<file path="config.mk">
export PLATFORM = sky130hd
export DESIGN_NAME = soc_bus_decoder
export DESIGN_NICKNAME = d
export VERILOG_FILES = /design/src/rtl/soc_bus_decoder.sv
export SDC_FILE = /design/constraint.sdc
export NUM_CORES = 1
export LEC_CHECK = 0
export ABC_AREA = 1
export CORE_AREA = 2 2 162 164
export CTS_BUF_LIST = sky130_fd_sc_hd__clkbuf_2 sky130_fd_sc_hd__clkbuf_4 sky130_fd_sc_hd__clkbuf_8
export DETAILED_ROUTE_END_ITERATION = 8
export DIE_AREA = 0 0 164 166
export PLACE_DENSITY = 0.53
export SYNTH_ARGS = -nofsm -noshare
export SYNTH_HDL_FRONTEND = slang
export SYNTH_SLANG_ARGS = --single-unit
</file>
<file path="constraint.sdc">
create_clock -name clk -period 3.7 [get_ports clk]
set_clock_uncertainty 0.2 [all_clocks]
set_input_delay 0.925 -clock clk [delete_from_list [all_inputs] [get_ports clk]]
set_output_delay 0.925 -clock clk [all_outputs]
set_load 0.1 [all_outputs]
</file>
<file path="src/rtl/soc_bus_decoder.sv">
// rtl/soc_bus_decoder.sv - address decoder and response mux between one bus master and three slaves
module soc_bus_decoder #(
    parameter logic [31:0] S0_BASE = 32'h0000_0000,
    parameter logic [31:0] S0_MASK = 32'hF000_0000,
    parameter logic [31:0] S1_BASE = 32'h1000_0000,
    parameter logic [31:0] S1_MASK = 32'hFFFF_FFF0,
    parameter logic [31:0] S2_BASE = 32'h2000_0000,
    parameter logic [31:0] S2_MASK = 32'hFFFF_FFF0,
    parameter int          TIMEOUT = 255
) (
    input  logic        clk,
    input  logic        rst,
    input  logic [31:0] m_address,
    input  logic [31:0] m_wdata,
    input  logic [3:0]  m_wsel,
    input  logic        m_valid,
    output logic [31:0] m_rdata,
    output logic        m_ready,
    output logic        m_error,
    output logic [31:0] s0_address,
    output logic [31:0] s0_wdata,
    output logic [3:0]  s0_wsel,
    output logic        s0_valid,
    input  logic [31:0] s0_rdata,
    input  logic        s0_ready,
    input  logic        s0_error,
    output logic [31:0] s1_address,
    output logic [31:0] s1_wdata,
    output logic [3:0]  s1_wsel,
    output logic        s1_valid,
    input  logic [31:0] s1_rdata,
    input  logic        s1_ready,
    input  logic        s1_error,
    output logic [31:0] s2_address,
    output logic [31:0] s2_wdata,
    output logic [3:0]  s2_wsel,
    output logic        s2_valid,
    input  logic [31:0] s2_rdata,
    input  logic        s2_ready,
    input  logic        s2_error
);

    typedef enum logic [1:0] {
        IDLE   = 2'd0,
        ACCESS = 2'd1,
        RESP   = 2'd2
    } state_t;

    // Last wait-counter value before the access is abandoned.
    localparam logic [7:0] WAIT_LAST = 8'(TIMEOUT - 1);

    state_t      r_state;
    logic [1:0]  r_sel;
    logic [7:0]  r_wait;
    logic [2:0]  r_svalid;
    logic        r_ready;
    logic        r_error;
    logic [31:0] r_rdata;

    logic [2:0]  w_hit;
    logic [1:0]  w_dec_sel;
    logic        w_sel_ready;
    logic        w_sel_error;
    logic [31:0] w_sel_rdata;

    // Request fields go to every slave; only the valid strobe is steered.
    assign s0_address = m_address;
    assign s0_wdata   = m_wdata;
    assign s0_wsel    = m_wsel;
    assign s1_address = m_address;
    assign s1_wdata   = m_wdata;
    assign s1_wsel    = m_wsel;
    assign s2_address = m_address;
    assign s2_wdata   = m_wdata;
    assign s2_wsel    = m_wsel;

    assign s0_valid = r_svalid[0];
    assign s1_valid = r_svalid[1];
    assign s2_valid = r_svalid[2];

    assign m_rdata = r_rdata;
    assign m_ready = r_ready;
    assign m_error = r_error;

    // Address decode; the lowest-numbered matching slave wins overlaps.
    always_comb begin
        w_hit[0]  = (m_address & S0_MASK) == S0_BASE;
        w_hit[1]  = (m_address & S1_MASK) == S1_BASE;
        w_hit[2]  = (m_address & S2_MASK) == S2_BASE;
        w_dec_sel = 2'd0;
        if (w_hit[0]) begin
            w_dec_sel = 2'd0;
        end else if (w_hit[1]) begin
            w_dec_sel = 2'd1;
        end else if (w_hit[2]) begin
            w_dec_sel = 2'd2;
        end
    end

    // Response of the latched slave only; the others are never looked at.
    always_comb begin
        w_sel_ready = 1'b0;
        w_sel_error = 1'b0;
        w_sel_rdata = 32'h0;
        case (r_sel)
            2'd0: begin
                w_sel_ready = s0_ready;
                w_sel_error = s0_error;
                w_sel_rdata = s0_rdata;
            end
            2'd1: begin
                w_sel_ready = s1_ready;
                w_sel_error = s1_error;
                w_sel_rdata = s1_rdata;
            end
            2'd2: begin
                w_sel_ready = s2_ready;
                w_sel_error = s2_error;
                w_sel_rdata = s2_rdata;
            end
            default: begin
                w_sel_ready = 1'b0;
                w_sel_error = 1'b0;
                w_sel_rdata = 32'h0;
            end
        endcase
    end

    // Transaction FSM with registered slave strobes and master response.
    always_ff @(posedge clk) begin
        if (rst) begin
            r_state  <= IDLE;
            r_sel    <= 2'd0;
            r_wait   <= 8'd0;
            r_svalid <= 3'b000;
            r_ready  <= 1'b0;
            r_error  <= 1'b0;
            r_rdata  <= 32'h0;
        end else begin
            case (r_state)
                IDLE: begin
                    r_ready <= 1'b0;
                    r_error <= 1'b0;
                    if (m_valid) begin
                        if (|w_hit) begin
                            r_sel    <= w_dec_sel;
                            r_svalid <= 3'(3'b001 << w_dec_sel);
                            r_wait   <= 8'd0;
                            r_state  <= ACCESS;
                        end else begin
                            r_error <= 1'b1;
                            r_state <= RESP;
                        end
                    end
                end
                ACCESS: begin
                    if (!m_valid) begin
                        // Master abandoned the request: drop it silently.
                        r_svalid <= 3'b000;
                        r_state  <= IDLE;
                    end else if (w_sel_ready || w_sel_error) begin
                        r_rdata  <= w_sel_rdata;
                        r_ready  <= w_sel_ready & ~w_sel_error;
                        r_error  <= w_sel_error;
                        r_svalid <= 3'b000;
                        r_state  <= RESP;
                    end else if (r_wait == WAIT_LAST) begin
                        r_rdata  <= 32'h0;
                        r_error  <= 1'b1;
                        r_svalid <= 3'b000;
                        r_state  <= RESP;
                    end else begin
                        r_wait <= r_wait + 8'd1;
                    end
                end
                RESP: begin
                    r_ready <= 1'b0;
                    r_error <= 1'b0;
                    r_state <= IDLE;
                end
                default: begin
                    r_svalid <= 3'b000;
                    r_ready  <= 1'b0;
                    r_error  <= 1'b0;
                    r_state  <= IDLE;
                end
            endcase
        end
    end

endmodule
</file>
After elaboration in Yosys (flattened, before gate mapping)
Index checks and enable logic that the tools add are counted.
W data, S select, Z words.
- order comparisons: 0
- reduce and logical (&&, ||, !) cells: 15
- divide/modulo/power cells: 0
- eq/ne operators: 14
- $mul: 0
- $add $sub $neg: 1
- bitwise logic cells: 4
- multiplexer cells: 32
- shift operators: 1
- operator list (kind ; number):
    $pmux W32 S3 ; 1
    $mux W32 ; 2
    $mux W8 ; 5
    $logic_not A32 Y1 ; 1
    $eq A28 B25 Y1 const B ; 1
    $eq A28 B26 Y1 const B ; 1
    $mux W2 ; 8
    $pmux W8 S2 ; 1
    $mux W3 ; 5
    $ne A2 B2 Y1 const B ; 5
    $pmux W3 S3 ; 1
    $add A8 B1 Y8 const B ; 1
    $eq A8 B8 Y1 const B ; 1
    $pmux W1 S3 ; 2
    $reduce_and A2 Y1 ; 3
    $reduce_and A3 Y1 ; 2
    $reduce_and A6 Y1 ; 1
    $mux W1 ; 5
    $eq A2 B1 Y1 const B ; 2
    $eq A2 B2 Y1 const B ; 2
    $logic_not A2 Y1 ; 2
    $ne A4 B4 Y1 const B ; 1
    $pmux W2 S2 ; 1
    $reduce_and A4 Y1 ; 1
    other kinds (9) ; 12
- input bits: 173
- ROM bits: 0
- register bits after elaboration: 49
- latch bits: 0
- memories: 0
- bits in writable memories: 0

Depth between registers and ports, before layout
- word-level depth: 8
- mapped depth: 12
- gate-level depth less buffers: 12

Worst setup path after synthesis
No wires, ideal clock.
- path type: input to output
- from: input m_address[0]
- to: output s0_address[0]
- cell stages on the path: 1
- data arrival time: 1188 ps
- slack: 1387 ps
- cell sequence: buf_4
- RTL lines (item ; RTL line ; source):
    from (decl) ; 13 ; input logic [31:0] m_address,
    to (decl) ; 20 ; output logic [31:0] s0_address,
No word-level cell between the ends.

Worst setup path after layout
- from: input m_address[10]
- to: output s2_address[10]
- RTL lines (item ; RTL line ; source):
    to (decl) ; 34 ; output logic [31:0] s2_address,
No word-level cell between the ends.

==> flow_metrics.py <==
metrics = {
    "sta": {
        "final-max-slew-violation-count": 0,
        "tightest_slew_ns": 0.5752,
        "hold_violations": 0,
        "fmax_mhz": 326.1,
        "hold-worst-slack_ns": 0.2704,
        "min_period_ns": 3.067,
        "finalCritPeriodShare_pct": 82.89,
        "setup_tns_ns": 0,
        "rsz0062_at_grt": "false",
        "setup_ws_ns": 0.6332,
        "slew_headroom_pct": 61.60,
        "setup-violations-final": 0,
    },
    "logic_synthesis": {
        "synth_area_sq_um": 4380,
        "yosys.area.top_type_share_pct": 35.48,
        "syn_nets": 853,
        "yosysWarnings": 0,
        "synth_area_leaders": "buf_4 35%, dfxtp_1 22%, nand2_1 16%, nand3_1 8.8%, a21oi_1 5.3%",
        "synth-seq-cells": 49,
        "postSynthAreaPerCell_sq_um": 6.461,
        "seq_area_frac_synth_pct": 22.39,
        "synth_cells": 678,
        "yosys.area.top_type": "buf_4",
        "ys_types": 26,
    },
    "setup_path": {
        "critPathKind": "in2out",
        "crit_slowest_cell": "clkdlybuf4s50_1",
        "cpPeakStageDelay_ns": 0.64,
        "endpoint_kind": "output pin",
        "critPathLaunchType": "input pin",
        "worstPathCellList": "clkdlybuf4s50_1, buf_4, buf_12",
        "crit_required_ns": 2.57,
        "path_max_fanout": 3,
        "arrival_ns": 1.94,
    },
    "placed_design": {
        "dpl_cell_area_sq_um": 6506,
        "post-place-ws_ns": 0.5136,
        "portBuffers": 253,
        "dp_hpwl_um": 12490,
        "dp_cells": 1049,
        "gp_congestion": 0.7499,
    },
    "layout": {
        "fin_cells": 1057,
        "fillers": 2764,
        "nNetsFinal": 896,
        "diodes": 0,
        "area.growth.synth_to_final_pct": 50.61,
        "design_area_sq_um": 6598,
        "fin_util_pct": 25.76,
        "drive_gt1_share_pct": 20.91,
    },
    "clock_network": {
        "root_buffer": "clkbuf_8",
        "path_clk_slew_ns": 0.09,
        "cts_inserted_buffers": 5,
        "cts_sinks": 49,
        "cts.repair.resized": 0,
        "cts_tree": "done",
        "htreeDepth": 2,
        "post_cts_buffers": 0,
        "cts_max_path_buffers": 2,
        "insertion_delay_ns": 0.32,
        "hold_buffers": 0,
    },
    "grt": {
        "grt_pass1_wl_um": 21650,
        "grt_start_max_net_pins": 33,
        "grt.overflow.total": 0,
        "grt_pass1_vias": 3925,
        "grt_usage_pct": 10.31,
        "antenna_found_initial": 0,
    },
    "floorplan": {
        "rows": 59,
        "start_util_pct": 17.10,
        "die_h_um": 166,
        "die_w_um": 164,
        "ios": 414,
        "die_area_sq_um": 27220,
        "core_sq_um": 25620,
    },
    "run_status": {
        "status": "finished, final reports clean",
    },
    "route": {
        "via_count": 4085,
        "drt_iter0_markers": 187,
        "ant_nets": 0,
        "drc": 0,
        "routed_via_density": 3.865,
        "drt-total-wl_um": 14670,
        "wl_per_cell_um": 13.87,
        "dr.pass1.iters": 5,
    },
    "min_path": {
        "min_path_type": "reg2reg",
    },
    "power": {
        "ir_drop_v": 0.0001099,
        "p_leak_nw": 2.681,
        "p_per_area_nw_per_um2": 272.8,
        "finalPower_mw": 1.800,
    },
    "run": {
        "max_cap_viol_count": 0,
    },
}
-- synthesized netlist by cell type --
cell and instances:
inv_2 5, nand2_1 182, inv_1 23, nor2_2 3, dfxtp_1 49, or2_1 1
xnor2_1 1, a211oi_1 1, o21ai_1 2, nor4_1 1, a21boi_0 1, nand3_1 77
nand4_1 2, o21ai_0 3, nor2_8 1, buf_4 207, clkbuf_1 17, nor3b_1 1
ha_1 2, nand2_2 1, or2_2 1, a21oi_1 46, nor3_1 2, buf_6 3
nand3b_1 1, nor2_1 45
-- final cells by class --
| cell class | count | area (sq um) | share of cell area [%] |
|---|---|---|---|
| timing repair buffer | 263 | 3356 | 50.86 |
| multi-input combinational | 374 | 1645 | 24.94 |
| sequential | 49 | 980.9 | 14.87 |
| tap | 335 | 419.2 | 6.353 |
| inverter | 28 | 105.1 | 1.593 |
| clock buffer | 6 | 76.32 | 1.157 |
| clock inverter | 2 | 15.01 | 0.2276 |
-- cell usage in the layout (no fill, tap or decap) --
| master | instances |
|---|---|
| clkdlybuf4s50_1 | 132 |
| dfxtp_1 | 49 |
| nor4_1 | 1 |
| nor3_1 | 2 |
| clkinvlp_4 | 2 |
| nand2_2 | 1 |
| a211oi_1 | 1 |
| a21oi_1 | 46 |
| nor2_2 | 4 |
| o21ai_1 | 2 |
| nor2_1 | 44 |
| o21ai_0 | 3 |
| or2_1 | 1 |
| xnor2_1 | 1 |
| clkbuf_4 | 1 |
| nor2_8 | 1 |
| inv_1 | 23 |
| buf_12 | 84 |
| nand3_1 | 77 |
| nor3b_1 | 1 |
| clkbuf_8 | 5 |
| a21boi_0 | 1 |
| inv_2 | 5 |
| nand3b_1 | 1 |
| buf_4 | 47 |
| ha_1 | 2 |
| nand2_1 | 182 |
| nand4_1 | 2 |
| or2_2 | 1 |
-- logic make-up (layout without fill, tap and decap cells) --
kind of cell / count (synthesis) / in the layout / synth area share [%]
adder cells (fa/ha/maj): 2 / 2 / 0.5712
flip-flops: 49 / 49 / 22.39
buffers and inverters: 255 / 299 / 40.10
AND/OR/NAND/NOR: 318 / 318 / 30.56
AO/OA/AOI/OAI: 53 / 53 / 6.170
XOR/XNOR: 1 / 1 / 0.2000
-- registers in the layout, indices dropped and copies added (netlist names) --
signal	count
m_rdata	32
r_wait	8
r_svalid	3
r_sel	2
r_state	2
m_error	1
m_ready	1
-- power breakdown --
part / leakage, nW / internal [mW] / switching, mW
registers: 0.396 / 0.539 / 0.00741
logic: 2.24 / 0.343 / 0.574
clock network: 0.0408 / 0.141 / 0.196
-- layer usage --
metal  track usage (%)  share of wire, %  wire length, um
met5                 0                 0                0
met4             5.072               4.3              632
met3             4.346                12             1687
met2             19.60                52             7674
met1             9.163                32             4671
-- critical path, delay by kind of cell --
| family | cells | cell delay [ns] |
|---|---|---|
| buf+inv | 3 | 1.01 |
-- worst paths after layout --
kind / start / endpoint / slack (ns) / depth (start not counted)
setup / recovery: m_address[10] / s2_address[10] / 0.63 / 3
setup reg to reg: r_sel[0]$_SDFFE_PP0P_ / m_rdata[1]$_SDFFE_PP0P_ / 1.38 / 10
hold / removal: m_rdata[11]$_SDFFE_PP0P_ / m_rdata[11]$_SDFFE_PP0P_ / 0.27 / 2
hold reg to reg: m_rdata[11]$_SDFFE_PP0P_ / m_rdata[11]$_SDFFE_PP0P_ / 0.27 / 2
Note: power is estimated with default switching activity, not from simulation.
